### src/rtl/bp_pkg.sv
// Shared types and helpers for the BHT branch direction predictor.
// Counter encoding: bit 1 is the predicted direction (1 = taken).
package bp_pkg;

   typedef logic [1:0] bht_ctr_t;

   localparam bht_ctr_t SNT = 2'd0;
   localparam bht_ctr_t WNT = 2'd1;
   localparam bht_ctr_t WT  = 2'd2;
   localparam bht_ctr_t ST  = 2'd3;

   typedef enum logic {
      INIT = 1'b0,
      RUN  = 1'b1
   } bp_state_t;

   function automatic bht_ctr_t sat_update(bht_ctr_t v, logic taken);
      if (taken)
         return (v == ST) ? ST : bht_ctr_t'(v + 2'd1);
      else
         return (v == SNT) ? SNT : bht_ctr_t'(v - 2'd1);
   endfunction

endpackage

### src/rtl/bht_init_seq.sv
// Init sequencer for the BHT: walks every entry after reset or clear_tbl,
// and selects the table write port between the init walk and branch updates.
module bht_init_seq
   import bp_pkg::*;
#(
   parameter int IDX_BITS = 6
) (
   input  logic                clk,
   input  logic                reset,
   input  logic                clear_tbl,
   input  logic                update_en,
   input  logic [IDX_BITS-1:0] upd_idx,
   output logic                busy,
   output logic                tbl_we,
   output logic                tbl_sel_init,
   output logic [IDX_BITS-1:0] tbl_idx,
   output logic                state_dbg
);

   localparam logic [IDX_BITS-1:0] IDX_LAST = '1;

   bp_state_t           state;
   logic [IDX_BITS-1:0] init_idx;

   always_ff @(posedge clk or negedge reset) begin
      if (!reset) begin
         state    <= INIT;
         init_idx <= '0;
      end else begin
         case (state)
            INIT: begin
               if (clear_tbl) begin
                  init_idx <= '0;
               end else if (init_idx == IDX_LAST) begin
                  state    <= RUN;
                  init_idx <= '0;
               end else begin
                  init_idx <= init_idx + IDX_BITS'(1);
               end
            end
            RUN: begin
               if (clear_tbl) begin
                  state    <= INIT;
                  init_idx <= '0;
               end
            end
            default: begin
               state    <= INIT;
               init_idx <= '0;
            end
         endcase
      end
   end

   // While walking, the init write owns the port and branch updates are dropped.
   always_comb begin
      busy         = (state == INIT);
      tbl_sel_init = busy;
      tbl_we       = busy | update_en;
      tbl_idx      = busy ? init_idx : upd_idx;
      state_dbg    = state;
   end

endmodule

### src/rtl/bht_predictor.sv
// Dynamic branch direction predictor: 2-bit saturating BHT indexed by fetch PC,
// F->D prediction pipeline register, and saturating branch/mispredict statistics.
module bht_predictor
   import bp_pkg::*;
#(
   parameter int       IDX_BITS = 6,
   parameter bht_ctr_t INIT_VAL = WNT,
   parameter int       STAT_W   = 16
) (
   input  logic              clk,
   input  logic              reset,
   input  logic [31:0]       pc_f,
   input  logic              stall_d,
   input  logic              reset_d,
   input  logic              update_en,
   input  logic              pc_src_d,
   input  logic              mispred_d,
   input  logic              clear_tbl,
   output logic              pred_f,
   output logic              pred_d,
   output logic              busy,
   output logic [STAT_W-1:0] branch_cnt,
   output logic [STAT_W-1:0] mispred_cnt
);

   localparam int                NUM_ENT  = 1 << IDX_BITS;
   localparam logic [STAT_W-1:0] STAT_MAX = '1;

   bht_ctr_t            bht [NUM_ENT];
   logic [IDX_BITS-1:0] idx_f;
   logic [IDX_BITS-1:0] idx_d;
   logic [IDX_BITS-1:0] tbl_idx;
   logic                tbl_we;
   logic                tbl_sel_init;
   logic                state_dbg;
   logic                unused_bits;

   assign idx_f       = pc_f[IDX_BITS+1:2];
   assign unused_bits = ^{pc_f[31:IDX_BITS+2], pc_f[1:0], state_dbg};

   bht_init_seq #(.IDX_BITS(IDX_BITS)) u_seq (
      .clk          (clk),
      .reset        (reset),
      .clear_tbl    (clear_tbl),
      .update_en    (update_en),
      .upd_idx      (idx_d),
      .busy         (busy),
      .tbl_we       (tbl_we),
      .tbl_sel_init (tbl_sel_init),
      .tbl_idx      (tbl_idx),
      .state_dbg    (state_dbg)
   );

   // No read bypass: a same-cycle update to idx_f is visible only after the edge.
   assign pred_f = ~busy & bht[idx_f][1];

   always_ff @(posedge clk) begin
      if (tbl_we)
         bht[tbl_idx] <= tbl_sel_init ? INIT_VAL : sat_update(bht[idx_d], pc_src_d);
   end

   always_ff @(posedge clk or negedge reset) begin
      if (!reset) begin
         pred_d <= 1'b0;
         idx_d  <= '0;
      end else if (reset_d) begin
         pred_d <= 1'b0;
         idx_d  <= '0;
      end else if (!stall_d) begin
         pred_d <= pred_f;
         idx_d  <= idx_f;
      end
   end

   // update_en qualifies pc_src_d/mispred_d for exactly one cycle; there is no backpressure.
   always_ff @(posedge clk or negedge reset) begin
      if (!reset) begin
         branch_cnt  <= '0;
         mispred_cnt <= '0;
      end else if (!busy) begin
         if (clear_tbl) begin
            branch_cnt  <= '0;
            mispred_cnt <= '0;
         end else if (update_en) begin
            if (branch_cnt != STAT_MAX)
               branch_cnt <= branch_cnt + STAT_W'(1);
            if (mispred_d && (mispred_cnt != STAT_MAX))
               mispred_cnt <= mispred_cnt + STAT_W'(1);
         end
      end
   end

endmodule

### config.mk
export PLATFORM = sky130hd
export DESIGN_NAME = bht_predictor
export DESIGN_NICKNAME = d
export VERILOG_FILES = /design/src/rtl/bp_pkg.sv /design/src/rtl/bht_init_seq.sv /design/src/rtl/bht_predictor.sv
export SDC_FILE = /design/constraint.sdc
export NUM_CORES = 1
export LEC_CHECK = 0
export CAP_MARGIN = 10
export CORE_MARGIN = 2
export CORE_UTILIZATION = 57
export DETAILED_ROUTE_END_ITERATION = 7
export DONT_BUFFER_PORTS = 1
export GPL_TIMING_DRIVEN = 0
export PLACE_DENSITY = 0.82
export SYNTH_ARGS = -nofsm -noshare
export SYNTH_HDL_FRONTEND = slang
export SYNTH_SLANG_ARGS = --single-unit
### constraint.sdc
create_clock -name clk -period 4.2 [get_ports clk]
set_clock_uncertainty 0.2 [all_clocks]
set_input_delay 0.42 -clock clk [delete_from_list [all_inputs] [get_ports clk]]
set_output_delay 0.42 -clock clk [all_outputs]
set_load 0.05 [all_outputs]
After elaboration in Yosys (flattened, before gate mapping)
Memories as Yosys holds them, arrays and structs flattened. Cells that the tools add are included. Widths: inputs -> output; s select.

Register bits: 46. Memory bits (writable): 128. Word-level logic and storage cells: 54. Memories: 1.

Memories: bht (words 64, width 2, rd ports 2, clocked after memory_dff 0, wr ports 1, RTL line bht_predictor.sv:29) `bht_ctr_t bht [NUM_ENT];`.

Add/subtract/negate cells: 5. Equality and inequality tests: 6. Mux-type cells: 26. Bitwise logic cells: 3. Reductions and logical operators: 7.

Operators by type and width (count): $mux 16 (6); $mux 6 (6); $add 16x1->16 const B (2); $ne 16x16->1 const B (2); $pmux 6 s2 (1); $mux 2 (5); $mux 1 (7); $add 6x1->6 const B (1); $eq 6x6->1 const B (1); $reduce_and 3->1 (2); $reduce_bool 2->1 (3); $add 2x1->2 const B (1); $eq 2x2->1 const B (1); $logic_not 2->1 (1); $ne 2x1->1 const B (1); $ne 2x2->1 const B (1); $pmux 1 s2 (1); $sub 2x1->2 const B (1); $and 1x1->1 (1); $logic_and 1x1->1 (1); $not 1->1 (1); $or 1x1->1 (1).

Depth between registers and ports, before layout
An unclocked memory read counts as a cell.

Word-level depth: 6. Gate-level depth with buffers: 8.

Cells and area by module
Synthesis repeated with hierarchy kept, for this count alone.

Cells, all modules: 610. Area total of the unflattened synthesis: 8341.8 µm².

Modules (own cells, without submodules): bht_predictor (instances 1, cells each 564, area each 7906.3 µm², sequential area each 4819.6 µm²); bht_init_seq (instances 1, cells each 46, area each 435.4 µm², sequential area each 175.2 µm²).

Least setup slack after synthesis
OpenSTA, ideal clock, no wires.

Path kind: register to register. Start point: register idx_d[1]. End point: memory bht[0][0] (netlist bit) (data pin). Data arrival time: 3.478 ns. Slack: 0.004 ns. Stages on the path, launching flop included: 9. Buffers on the path: 2. Period minus slack after synthesis: 4.196 ns. Cells stage by stage: dfrtp_1 -> clkbuf_1 -> clkbuf_1 -> mux4_2 -> a22oi_1 -> a211oi_1 -> nor4_1 -> a21oi_1 -> o21ai_1.

Word-level cells in the longest chain between the ends: 6. Elaborated cells on any way between the ends: 10. Those cells by class: 2 x add/sub; 1 x eq/ne; 5 x mux; 1 x reduce/logical; 1 x memory.

RTL lines: from (decl) (RTL line bht_predictor.sv:31) `logic [IDX_BITS-1:0] idx_d;`; from (signal assigned) (RTL line bht_predictor.sv:71) `idx_d <= idx_f;`; $mem_v2 64x2 (*); $sub 2x1->2 (tied with other cells) (RTL line bp_pkg.sv:21) `return (v == SNT) ? SNT : bht_ctr_t'(v - 2'd1);`; $mux 2, on equally long branches (RTL line bp_pkg.sv:21, bp_pkg.sv:19); $mux 2 (*) (RTL line bp_pkg.sv:18) `if (taken)`; $mux 2 (*) (RTL line bht_predictor.sv:58) `if (tbl_we)`; $mux 2 (*) (RTL line bht_predictor.sv:59) `bht[tbl_idx] <= tbl_sel_init ? INIT_VAL : sat_update(bht[idx_d], pc_src_d);`; to (decl) (RTL line bht_predictor.sv:29).

Mark *: on every way between the ends. The rest lies on a longest branch, timed or not. The select of a mux whose other input is x is not followed.

Worst setup path after layout
Start point: register idx_d[1]. End point: memory bht[21][0] (netlist bit) (data pin).

Same word-level chain as after synthesis.

==> results by group <==
Power
  – Leakage: between 3 and 4 nW
  – Pwr dens: roughly 400 nW/um^2
  – Clock power frac: a little over two fifths
  – Sw frac: 22.5%
  – VDD IR max: 0.312 mV
  – Combinational share of power: between 6 and 7%
  – Net Sw Power: 0.835 mW
  – Final Power: 3.71 mW
  – Flop pwr share: between 50 and 60%
  – Int Power: roughly 2.9 mW

Critical path
  – Crit. End Element: flip-flop
  – Arrival @ worst endpoint: 4060 ps
  – Max FO, Critical Path: 32
  – CP Launch Type: flip-flop
  – Critical path class: flip-flop to flip-flop
  – CP required: 4170 ps

Synthesis
  – Commonest cells post-synth: edfxtp_1 (128), nor2_1 (114), mux4_2 (52)
  – Most frequent cell after synthesis: edfxtp_1
  – Largest family of logic cells by synthesized area: multiplexers
  – Post-Syn Nets: 650
  – Seq cells post-synth: 174
  – Share of the synthesized area in the top cell type: 46.3%
  – Post-synth top flop: edfxtp_1
  – Post-synth EDFFs: 128
  – Synth Area in Simple Gates: roughly 11%
  – Synthesized area per cell: around 14 um^2
  – Synth top area cells: edfxtp_1 (46%), mux4_2 (14%), dfrtp_1 (14%), nor2_1 (5.2%), xor2_1 (2.4%)
  – Cell area after synthesis: 8310 um^2
  – Synthesis Warnings: 0
  – Cells after synthesis: between 600 and 700
  – Post-Synth Adder-Cell Area: 0.452%
  – Synth Area in Compound Gates: a little under 7%
  – Post-Synth XOR/XNOR Area: 2.53%
  – Post-synthesis async set-or-reset flop share: approximately a quarter
  – Seq/Total Area, Yosys: 60.1%
  – Top cell type by total area after synthesis: edfxtp_1
  – Synth unique cells: between 40 and 50
  – Multiplexer area fraction after synthesis: 16.3%

Clock network
  – Clock transition at path regs: 60 ps
  – # Post-CTS Setup Buffers: 0
  – Root buffer cell: clkbuf_16
  – CTS buffer count: 17
  – Clock buffer depth: 2
  – Later-pin clock latency in the skew report: 440 ps
  – CTS resizes: 0
  – CTS tree: done
  – H-tree levels: 4
  – CTS Sinks: 174

Hold path
  – Hold Crit Class: primary input to async pin

Timing
  – Min Tclk post-route: roughly 4100 ps
  – Slew HR: about an eighth
  – RSZ-0062 raised after global routing: false
  – Fin. Hold Viols: 0
  – Slew @ Worst Pin: 1300 ps
  – Setup-failing EPs final: 0
  – Fmax: 245 MHz
  – Period Utilization, post-route: ~97%
  – Max-slew violations: 0

Cells and area
  – Area grow syn2layout: 12.1%
  – Antenna diodes: 0
  – Fraction of layout cells with a size suffix above 1: approximately 15%
  – Finished Cell Area: 9310 um^2
  – Nets: 679

Routing
  – Post-Route WL: 19800 um
  – DR WL/cell: 23.8 um
  – DRT iter0 DRCs: 635
  – DRT antenna net count: 0
  – Avg Vias per Cell: 6.68
  – Vias: about 5600
  – # DRC: 0
  – Initial DRT Pass Iterations: 6

Floorplan
  – Placement Rows: 44
  – Chip Width: 125 um
  – Die area: 15600 um^2
  – Die extent in y: 125 um
  – Initial core utilization: 57.8%
  – Core area: roughly 14000 um^2
  – IO Pins: 75

Place
  – Port bufs: 0
  – Placed Area: 8620 um^2
  – Final Wtd Congestion: 0.895
  – Post-DP HPWL: 13100 um

Outcome
  – Outcome: complete, no violations

GRT
  – First-pass GRT wire length: 31000 um
  – Vias in the first global route: 5563
  – Total Routing Usage GR: 26.4%
  – GR Overflow Total: 0
  – Initial antenna violation count: 0
  – Largest net degree at the start of global routing: 47

Job
  – Max cap viols: 0
[kinds of logic after synthesis]
group                    after synthesis
AND/OR/NAND/NOR                      215
AO/OA/AOI/OAI                         84
XOR/XNOR                              24
multiplexers                          70
flip-flops                           174
buffers and inverters                 37
adder cells (fa/ha/maj)                3
[flip-flops by register name (all words and copies together), names as in the netlist]
signal           count
u_seq.init_idx       6
branch_cnt          16
idx_d                6
pred_d               1
mispred_cnt         16
bht                128
u_seq.state_dbg      1
[what timing repair did]
item                                   in CTS  in global routing
endpoints found under the hold margin      53                  0
hold buffers                                7                  0
setup endpoints to repair                   0                 32
[power groups by stage]
stage | logic [mW] | clock network [mW] | registers (mW)
6_report | 0.234 | 1.61 | 1.86
5_1_grt | 0.250 | 1.68 | 1.86
4_1_cts | 0.228 | 1.61 | 1.86
3_5_place_dp | 0.208 | 0 | 1.90
3_3_place_gp | 0.198 | 0 | 1.90
2_1_floorplan | 0.153 | 0 | 1.89
[metrics by stage]
stage                     hold slack [ps]  TNS, ps  setup slack (ps)  cells  utilization (%)
after floorplan                     -75.6        0              3.96    607                -
after global placement              -74.7  -245500             -1970    791             59.4
after detailed placement            -75.0        0               223    793             60.0
after CTS                             296        0               232    832             64.7
after global routing                  298        0              74.1    833             64.8
final                                 292        0               112    833             64.8
[layer usage]
layer / share of wire, % / GRT usage, % / vias up
met1: 38 / 33.8 / 2787
met5: 0 / 0 / -
met4: 4.0 / 11.5 / 0
met2: 51 / 43.8 / 320
met3: 7.9 / 5.76 / 75
li1: - / - / 2384
[layout by cell type, fill, tap and decap left out, drive strengths merged, types with 4 or more instances in the layout]
cell type,synthesis,final
edfxtp,128,128
nor2,114,114
mux4,52,52
dfrtp,46,46
clkbuf,24,44
nand2,40,40
xor2,23,23
o2111ai,17,17
a22oi,16,16
o21ai,15,16
a21oi,15,15
mux2i,14,14
and2,12,12
buf,9,12
and3,11,11
nand3,9,9
nor2b,7,7
nor3,7,7
inv,4,7
o211ai,6,6
dlygate4sd3,0,6
nand2b,4,4
mux2,4,4
[final timing paths]
kind	start	endpoint	slack [ps]	cells past startpoint
max	idx_d[1]	bht[21][0]	110	9
min	reset	mispred_cnt[0]	290	2
max reg2reg	idx_d[1]	bht[21][0]	110	9
min reg2reg	u_seq.init_idx[5]	u_seq.init_idx[5]	440	2
max in group asynchronous	reset	pred_d	3300	2
min in group clk	stall_d	pred_d	360	3
[critical path: stages (launching register included)]
cell and delay [ps]:
dfrtp_1 320, clkbuf_1 400, clkbuf_1 650, mux4_2 420
a22oi_1 300, a21oi_1 110, or4_4 440, a21oi_1 400
o21ai_4 270, buf_16 270
[area by class of cell]
type | instances | area, um^2
buffer | 33 | 161
clock inverter | 12 | 161
inverter | 4 | 15.0
clock buffer | 20 | 437
timing repair buffer | 9 | 143
multi-input combinational | 397 | 3170
sequential | 174 | 4990
fill | 955 | 5060
tap | 184 | 230
No activity file was read; power rests on OpenSTA's default activity.
